==> src/rtl/seq_divider_if.sv <==
// Handshake and result bundle for seq_divider; carries is_signed only when DIV_SIGNED_EN is defined.
interface seq_divider_if #(
    parameter int W = 16
) ();
    logic         start;
    logic [W-1:0] dividend;
    logic [W-1:0] divisor;
`ifdef DIV_SIGNED_EN
    logic         is_signed;
`endif
    logic         busy;
    logic         done;
    logic [W-1:0] quotient;
    logic [W-1:0] remainder;
    logic         div_by_zero;
    logic         overflow;

    modport master (
`ifdef DIV_SIGNED_EN
        output is_signed,
`endif
        output start, dividend, divisor,
        input  busy, done, quotient, remainder, div_by_zero, overflow
    );

    modport slave (
`ifdef DIV_SIGNED_EN
        input  is_signed,
`endif
        input  start, dividend, divisor,
        output busy, done, quotient, remainder, div_by_zero, overflow
    );
endinterface

==> src/rtl/seq_divider.sv <==
// Multi-cycle restoring divider, one quotient bit per clock, MSB first.
// Define DIV_SIGNED_EN to add the is_signed input and two's-complement mode with overflow detection.
module seq_divider #(
    parameter int W = 16
) (
    input  logic         clk,
    input  logic         rst_n,
    seq_divider_if.slave io_bus
);
    localparam int CW = $clog2(W + 1);

    typedef enum logic {S_IDLE, S_BUSY} state_t;

    state_t        r_state;
    state_t        w_state_nx;
    logic [CW-1:0] r_cnt;
    logic [W:0]    r_p;
    logic [W-1:0]  r_q;
    logic [W-1:0]  r_dvs;
    logic          r_dz_pend;
    logic          r_done;
    logic [W-1:0]  r_quo;
    logic [W-1:0]  r_rem;
    logic          r_dz;

    logic          w_accept;
    logic          w_last;
    logic [W:0]    w_p_sh;
    logic          w_ge;
    logic [W:0]    w_p_nx;
    logic [W-1:0]  w_q_nx;
    logic [W-1:0]  w_quo_fix;
    logic [W-1:0]  w_rem_fix;
    logic [W-1:0]  w_a_mag;
    logic [W-1:0]  w_b_mag;
    logic          w_b_zero;

`ifdef DIV_SIGNED_EN
    logic          r_ov_pend;
    logic          r_ov;
    logic          r_q_neg;
    logic          r_r_neg;
    logic          w_a_neg;
    logic          w_b_neg;
    logic          w_ov_in;
`endif

    assign w_accept = (r_state == S_IDLE) && io_bus.start;
    assign w_last   = (r_state == S_BUSY) && (r_dz_pend || (r_cnt == CW'(1)));
    assign w_b_zero = (io_bus.divisor == '0);

    // Capture-time magnitudes; the sign bookkeeping exists only in the signed build.
`ifdef DIV_SIGNED_EN
    assign w_a_neg = io_bus.is_signed & io_bus.dividend[W-1];
    assign w_b_neg = io_bus.is_signed & io_bus.divisor[W-1];
    assign w_a_mag = w_a_neg ? -io_bus.dividend : io_bus.dividend;
    assign w_b_mag = w_b_neg ? -io_bus.divisor  : io_bus.divisor;
    assign w_ov_in = io_bus.is_signed
                   && (io_bus.dividend == {1'b1, {(W-1){1'b0}}})
                   && (io_bus.divisor == '1);
`else
    assign w_a_mag = io_bus.dividend;
    assign w_b_mag = io_bus.divisor;
`endif

    // r_q doubles as the dividend shift-out and the quotient shift-in register.
    assign w_p_sh = {r_p[W-1:0], r_q[W-1]};
    assign w_ge   = (w_p_sh >= {1'b0, r_dvs});
    assign w_p_nx = w_ge ? (w_p_sh - {1'b0, r_dvs}) : w_p_sh;
    assign w_q_nx = {r_q[W-2:0], w_ge};

`ifdef DIV_SIGNED_EN
    assign w_quo_fix = r_q_neg ? -w_q_nx : w_q_nx;
    assign w_rem_fix = r_r_neg ? -w_p_nx[W-1:0] : w_p_nx[W-1:0];
`else
    assign w_quo_fix = w_q_nx;
    assign w_rem_fix = w_p_nx[W-1:0];
`endif

    always_ff @(posedge clk or negedge rst_n) begin
        if (!rst_n) begin
            r_state <= S_IDLE;
        end else begin
            r_state <= w_state_nx;
        end
    end

    // NOTE: the default assignment ahead of the case keeps every path driven, so no latch is inferred.
    always_comb begin
        w_state_nx = r_state;
        case (r_state)
            S_IDLE:  if (w_accept) w_state_nx = S_BUSY;
            S_BUSY:  if (w_last)   w_state_nx = S_IDLE;
            default: w_state_nx = S_IDLE;
        endcase
    end

    // NOTE: sequential state uses <= so every register samples pre-edge values regardless of statement order.
    always_ff @(posedge clk or negedge rst_n) begin
        if (!rst_n) begin
            r_cnt     <= '0;
            r_p       <= '0;
            r_q       <= '0;
            r_dvs     <= '0;
            r_dz_pend <= 1'b0;
            r_done    <= 1'b0;
            r_quo     <= '0;
            r_rem     <= '0;
            r_dz      <= 1'b0;
`ifdef DIV_SIGNED_EN
            r_ov_pend <= 1'b0;
            r_ov      <= 1'b0;
            r_q_neg   <= 1'b0;
            r_r_neg   <= 1'b0;
`endif
        end else begin
            r_done <= 1'b0;
            if (w_accept) begin
                // A zero divisor keeps the raw dividend so it can be returned untouched.
                r_q       <= w_b_zero ? io_bus.dividend : w_a_mag;
                r_dvs     <= w_b_mag;
                r_p       <= '0;
                r_cnt     <= CW'(W);
                r_dz_pend <= w_b_zero;
`ifdef DIV_SIGNED_EN
                r_ov_pend <= w_ov_in;
                r_q_neg   <= w_a_neg ^ w_b_neg;
                r_r_neg   <= w_a_neg;
`endif
            end else if (r_state == S_BUSY) begin
                if (w_last) begin
                    r_done <= 1'b1;
                    r_cnt  <= '0;
                    r_dz   <= r_dz_pend;
                    if (r_dz_pend) begin
                        r_quo <= '1;
                        r_rem <= r_q;
                    end else begin
                        r_p   <= w_p_nx;
                        r_q   <= w_q_nx;
                        r_quo <= w_quo_fix;
                        r_rem <= w_rem_fix;
                    end
`ifdef DIV_SIGNED_EN
                    r_ov <= r_ov_pend;
`endif
                end else begin
                    r_p   <= w_p_nx;
                    r_q   <= w_q_nx;
                    r_cnt <= r_cnt - CW'(1);
                end
            end
        end
    end

    assign io_bus.busy        = (r_state == S_BUSY);
    assign io_bus.done        = r_done;
    assign io_bus.quotient    = r_quo;
    assign io_bus.remainder   = r_rem;
    assign io_bus.div_by_zero = r_dz;
`ifdef DIV_SIGNED_EN
    assign io_bus.overflow    = r_ov;
`else
    assign io_bus.overflow    = 1'b0;
`endif
endmodule
==> src/flat_wrapper.sv <==
// flat-port wrapper written by rule: the top's interface ports become plain ports
module seq_divider_flat 
#(
    parameter int W = 16
)
  (clk, rst_n, io_bus_start, io_bus_dividend, io_bus_divisor, io_bus_busy, io_bus_done, io_bus_quotient, io_bus_remainder, io_bus_div_by_zero, io_bus_overflow);
  seq_divider_if #(.W(W)) io_bus_i ();
  input  logic clk;
  input  logic rst_n;
  input wire logic [$bits(io_bus_i.start)-1:0] io_bus_start;
  input wire logic [$bits(io_bus_i.dividend)-1:0] io_bus_dividend;
  input wire logic [$bits(io_bus_i.divisor)-1:0] io_bus_divisor;
  output wire logic [$bits(io_bus_i.busy)-1:0] io_bus_busy;
  output wire logic [$bits(io_bus_i.done)-1:0] io_bus_done;
  output wire logic [$bits(io_bus_i.quotient)-1:0] io_bus_quotient;
  output wire logic [$bits(io_bus_i.remainder)-1:0] io_bus_remainder;
  output wire logic [$bits(io_bus_i.div_by_zero)-1:0] io_bus_div_by_zero;
  output wire logic [$bits(io_bus_i.overflow)-1:0] io_bus_overflow;
  assign io_bus_i.start = io_bus_start;
  assign io_bus_i.dividend = io_bus_dividend;
  assign io_bus_i.divisor = io_bus_divisor;
  assign io_bus_busy = io_bus_i.busy;
  assign io_bus_done = io_bus_i.done;
  assign io_bus_quotient = io_bus_i.quotient;
  assign io_bus_remainder = io_bus_i.remainder;
  assign io_bus_div_by_zero = io_bus_i.div_by_zero;
  assign io_bus_overflow = io_bus_i.overflow;
  seq_divider #(.W(W)) u_core (.clk(clk), .rst_n(rst_n), .io_bus(io_bus_i));
endmodule
==> config.mk <==
export PLATFORM = sky130hd
export DESIGN_NAME = seq_divider_flat
export DESIGN_NICKNAME = d
export VERILOG_FILES = /design/src/rtl/seq_divider_if.sv /design/src/rtl/seq_divider.sv /design/src/flat_wrapper.sv
export SDC_FILE = /design/constraint.sdc
export NUM_CORES = 1
export LEC_CHECK = 0
export CORE_MARGIN = 5
export CORE_UTILIZATION = 50
export DETAILED_ROUTE_END_ITERATION = 8
export GPL_TIMING_DRIVEN = 0
export PLACE_DENSITY = 0.81
export SLEW_MARGIN = 40
export SYNTH_ARGS = -nofsm -noshare
export SYNTH_HDL_FRONTEND = slang
export SYNTH_SLANG_ARGS = --single-unit
==> constraint.sdc <==
create_clock -name clk -period 3.2 [get_ports clk]
set_clock_uncertainty 0.2 [all_clocks]
set_input_delay 0.48 -clock clk [delete_from_list [all_inputs] [get_ports clk]]
set_output_delay 0.48 -clock clk [all_outputs]
set_load 0.01 [all_outputs]
==> run summary <==
- I/O Pins: 71
- wire length of the first global-routing pass: 23.7 mm
- post-synthesis mux area share: 0.201%
- nets: 692
- Seq. cell area: 2230 um^2
- Initial Util: 51.3%
- Routed WL: 14.5 mm
- share of the cycle needed by the critical path after routing: 92.3%
- kind of end point of the critical path: flip-flop
- transition time at the pin with the least slew margin: 0.585 ns
- leakage power total: 0.00257 uW
- antenna violations before repair: 0
- number of buffers inserted during clock tree synthesis: 9
- overall track demand over capacity in global routing: 25.4%
- area fraction in compound gates after synthesis: 24.2%
- share of synthesized area occupied by flip-flops and latches: 44.7%
- count of hold-fix buffers inserted at cts: 1
- number of vias per cell: 5.99
- timing-limited maximum frequency: 0.339 GHz
- number of setup violations in the final report: 0
- unrepaired setup endpoints after global routing: false
- Final WS setup: 0.247 ns
- number of DRC violations after detailed routing: 0
- clock transition at the register clock pins on the worst setup and hold paths after CTS: 0.09 ns
- remaining global-route overflow: 0
- CTS Root Buffer Type: sky130_fd_sc_hd__clkbuf_8
- Mapped Avg Cell Area: 8.97 um^2
- post-synthesis sequential element count: 89
- core area: 9730 um^2
- Yosys warning count: 0
- Area Overhead vs Synth: 21.8%
- std cell rows: 36
- hold crit path type: flip-flop to flip-flop
- worst IR drop on VDD: 0.644 mV
- summed area of non-filler cells in the final layout: 6070 um^2
- highest-count cells in the layout ignoring fill and taps: sky130_fd_sc_hd__dfrtp_1, sky130_fd_sc_hd__nand2_1, sky130_fd_sc_hd__clkdlybuf4s50_1
- number of buffers on the longest clock path: 2
- gate count of the mapped netlist: 556
- post-cts resize count: 0
- CP required: 3.26 ns
- Worst EP arrival: 3.01 ns
- number of enable-type register cells in the synthesized netlist: 0
- adder and majority gate portion of the synthesized area: 4.92%
- Layout Cells excl Fill: 776
- share of layout cells above drive strength 1: 8.24%
- headroom to the max-slew limit: 61.0%
- total number of H-tree levels: 3
- Filler cells: 840
- total number of vias: 4645
- largest net degree at the start of global routing: 55
- post-synth net total: 610
- total number of clock tree sinks: 89
- DP Area: 5870 um^2
- largest family of logic cells by synthesized area: compound AO/OA/AOI/OAI gates
- ys flop type: sky130_fd_sc_hd__dfrtp_1
- number of distinct standard cells referenced by the synthesized netlist: 59
- detailed-router iteration count before antenna repair: 5
- Cell Area, Synth: 4990 um^2
- xor-xnor portion of the synthesized cell area: 1.93%
- critical path launch point type: flip-flop
- Post-Place Worst Slack: 0.359 ns
- power density relative to cell area: 1280 nW/um^2
- Maximum Capacitance Violations: 0
- source-to-sink clock delay at the later pin of the worst-skew pair: 0.37 ns
- result of the run: finished clean
- fin. max-slew vios: 0
- buffer count from post-CTS setup fixing: 0
- area of the multi-input gates: 2480 um^2
- crit path time final: 2.95 ns
- global placer's final weighted congestion: 0.934
- Antenna Cells: 0
- largest fanout on the critical path: 4
- final count of hold timing violations: 0
- horizontal die dimension: 110 um
- clock tree from TritonCTS: yes
- wire length per cell: 18.7 um
- Post-Synth Simple-Gate Area: 18.5%
- DRT iter0 DRCs: 350
- estimated wirelength of the detail-placed design: 11.3 mm
- leading cell type in the layout, fill and taps excluded: sky130_fd_sc_hd__dfrtp_1
- overall die area: 12100 um^2
- antenna-violating nets left: 0
- via count of the first global-routing pass: 4609
- number of placed cells counting well taps: 759
- WS Path Type: flip-flop to flip-flop
- count of buffers inserted at the top-level ports: 69
- vertical die dimension: 110 um
- FFs w/ async S/R, synth: 100%
==> cells in the mapped netlist (4+ instances only) <==
cell type	number	area share, %
sky130_fd_sc_hd__nand2_1	81	6.1
sky130_fd_sc_hd__nor2_1	42	3.2
sky130_fd_sc_hd__o22a_1	16	2.8
sky130_fd_sc_hd__nand2b_1	7	0.88
sky130_fd_sc_hd__o211ai_1	12	1.8
sky130_fd_sc_hd__buf_4	7	1.1
sky130_fd_sc_hd__nor4_1	4	0.50
sky130_fd_sc_hd__a31oi_1	17	2.1
sky130_fd_sc_hd__xor2_1	4	0.70
sky130_fd_sc_hd__a211oi_1	4	0.60
sky130_fd_sc_hd__nor3_1	8	0.80
sky130_fd_sc_hd__clkbuf_1	22	1.7
sky130_fd_sc_hd__nand4_1	13	1.6
sky130_fd_sc_hd__o31ai_1	11	1.7
sky130_fd_sc_hd__o21ai_0	37	3.7
sky130_fd_sc_hd__o21ai_1	7	0.70
sky130_fd_sc_hd__and3_1	15	1.9
sky130_fd_sc_hd__a21o_1	4	0.60
sky130_fd_sc_hd__xnor2_1	7	1.2
sky130_fd_sc_hd__nand3_1	10	1.0
sky130_fd_sc_hd__buf_2	9	0.90
sky130_fd_sc_hd__o2111ai_1	4	0.70
sky130_fd_sc_hd__inv_1	22	1.7
sky130_fd_sc_hd__ha_1	18	4.5
sky130_fd_sc_hd__dfrtp_1	89	45
sky130_fd_sc_hd__a21oi_1	40	4.0
==> through the flow <==
step	utilization (%)	hold WS, ns	total power [uW]	TNS [ns]
final	62.4	0.311	7800	0
after global routing	62.4	0.329	8410	0
after CTS	62.4	0.307	7740	0
after detailed placement	60.4	0.196	6980	0
after global placement	60.1	0.285	6820	-151.99
after floorplan	-	-0.0156	5430	0
==> final cells by class <==
cell class / instances / share of cell area [%]
tap: 133 / 2.74
multi-input combinational: 405 / 40.9
clock buffer: 11 / 2.49
buffer: 40 / 3.21
clock inverter: 5 / 0.618
sequential: 89 / 36.7
timing repair buffer: 71 / 12.0
inverter: 22 / 1.36
==> logic make-up after synthesis <==
| kind of cell | count (synthesis) |
|---|---|
| AO/OA/AOI/OAI | 179 |
| other | 1 |
| multiplexers | 1 |
| XOR/XNOR | 11 |
| adder cells (fa/ha/maj) | 19 |
| flip-flops | 89 |
| buffers and inverters | 62 |
| AND/OR/NAND/NOR | 194 |
==> flip-flops by register name, indices dropped and copies added, names as in the netlist <==
name / flops
u_core.r_dvs: 16
u_core.r_dz_pend: 1
u_core.io_bus.remainder: 16
u_core.io_bus.quotient: 16
u_core.r_p: 16
u_core.r_cnt: 5
u_core.r_q: 16
u_core.io_bus.div_by_zero: 1
u_core.io_bus.busy: 1
u_core.io_bus.done: 1
==> layer usage <==
layer,part of all wire [%],GRT usage (%),up-vias
met5,0,0,-
met2,48,41.3,222
li1,-,-,2173
met3,7.8,5.11,37
met4,2.8,9.62,0
met1,42,33.3,2213
==> critical path: stages, from the launching register on <==
cell                       delay, ns
sky130_fd_sc_hd__dfrtp_1        0.42
sky130_fd_sc_hd__inv_1          0.09
sky130_fd_sc_hd__ha_1           0.16
sky130_fd_sc_hd__inv_1          0.05
sky130_fd_sc_hd__fa_1           0.40
sky130_fd_sc_hd__a211oi_2       0.37
sky130_fd_sc_hd__o21ai_1        0.22
sky130_fd_sc_hd__a211o_1        0.33
sky130_fd_sc_hd__a211oi_1       0.34
sky130_fd_sc_hd__a211o_1        0.18
sky130_fd_sc_hd__a21oi_1        0.07
==> worst paths after layout <==
kind	from	to	slack (ns)	depth (start not counted)
setup / recovery	u_core.r_q[15]	u_core.io_bus.remainder[14]	0.25	10
hold / removal	u_core.io_bus.div_by_zero	u_core.io_bus.div_by_zero	0.31	2
setup reg to reg	u_core.r_q[15]	u_core.io_bus.remainder[14]	0.25	10
hold reg to reg	u_core.io_bus.div_by_zero	u_core.io_bus.div_by_zero	0.31	2
max in group asynchronous	rst_n	u_core.io_bus.quotient[13]	1.85	3
min in group asynchronous	rst_n	u_core.io_bus.quotient[7]	0.38	2
==> power breakdown <==
group | internal [uW] | switching, uW
logic | 2070 | 2770
clock network | 329 | 438
registers | 1720 | 467
total | 4120 | 3680
Note: power is estimated with default switching activity, not from simulation.
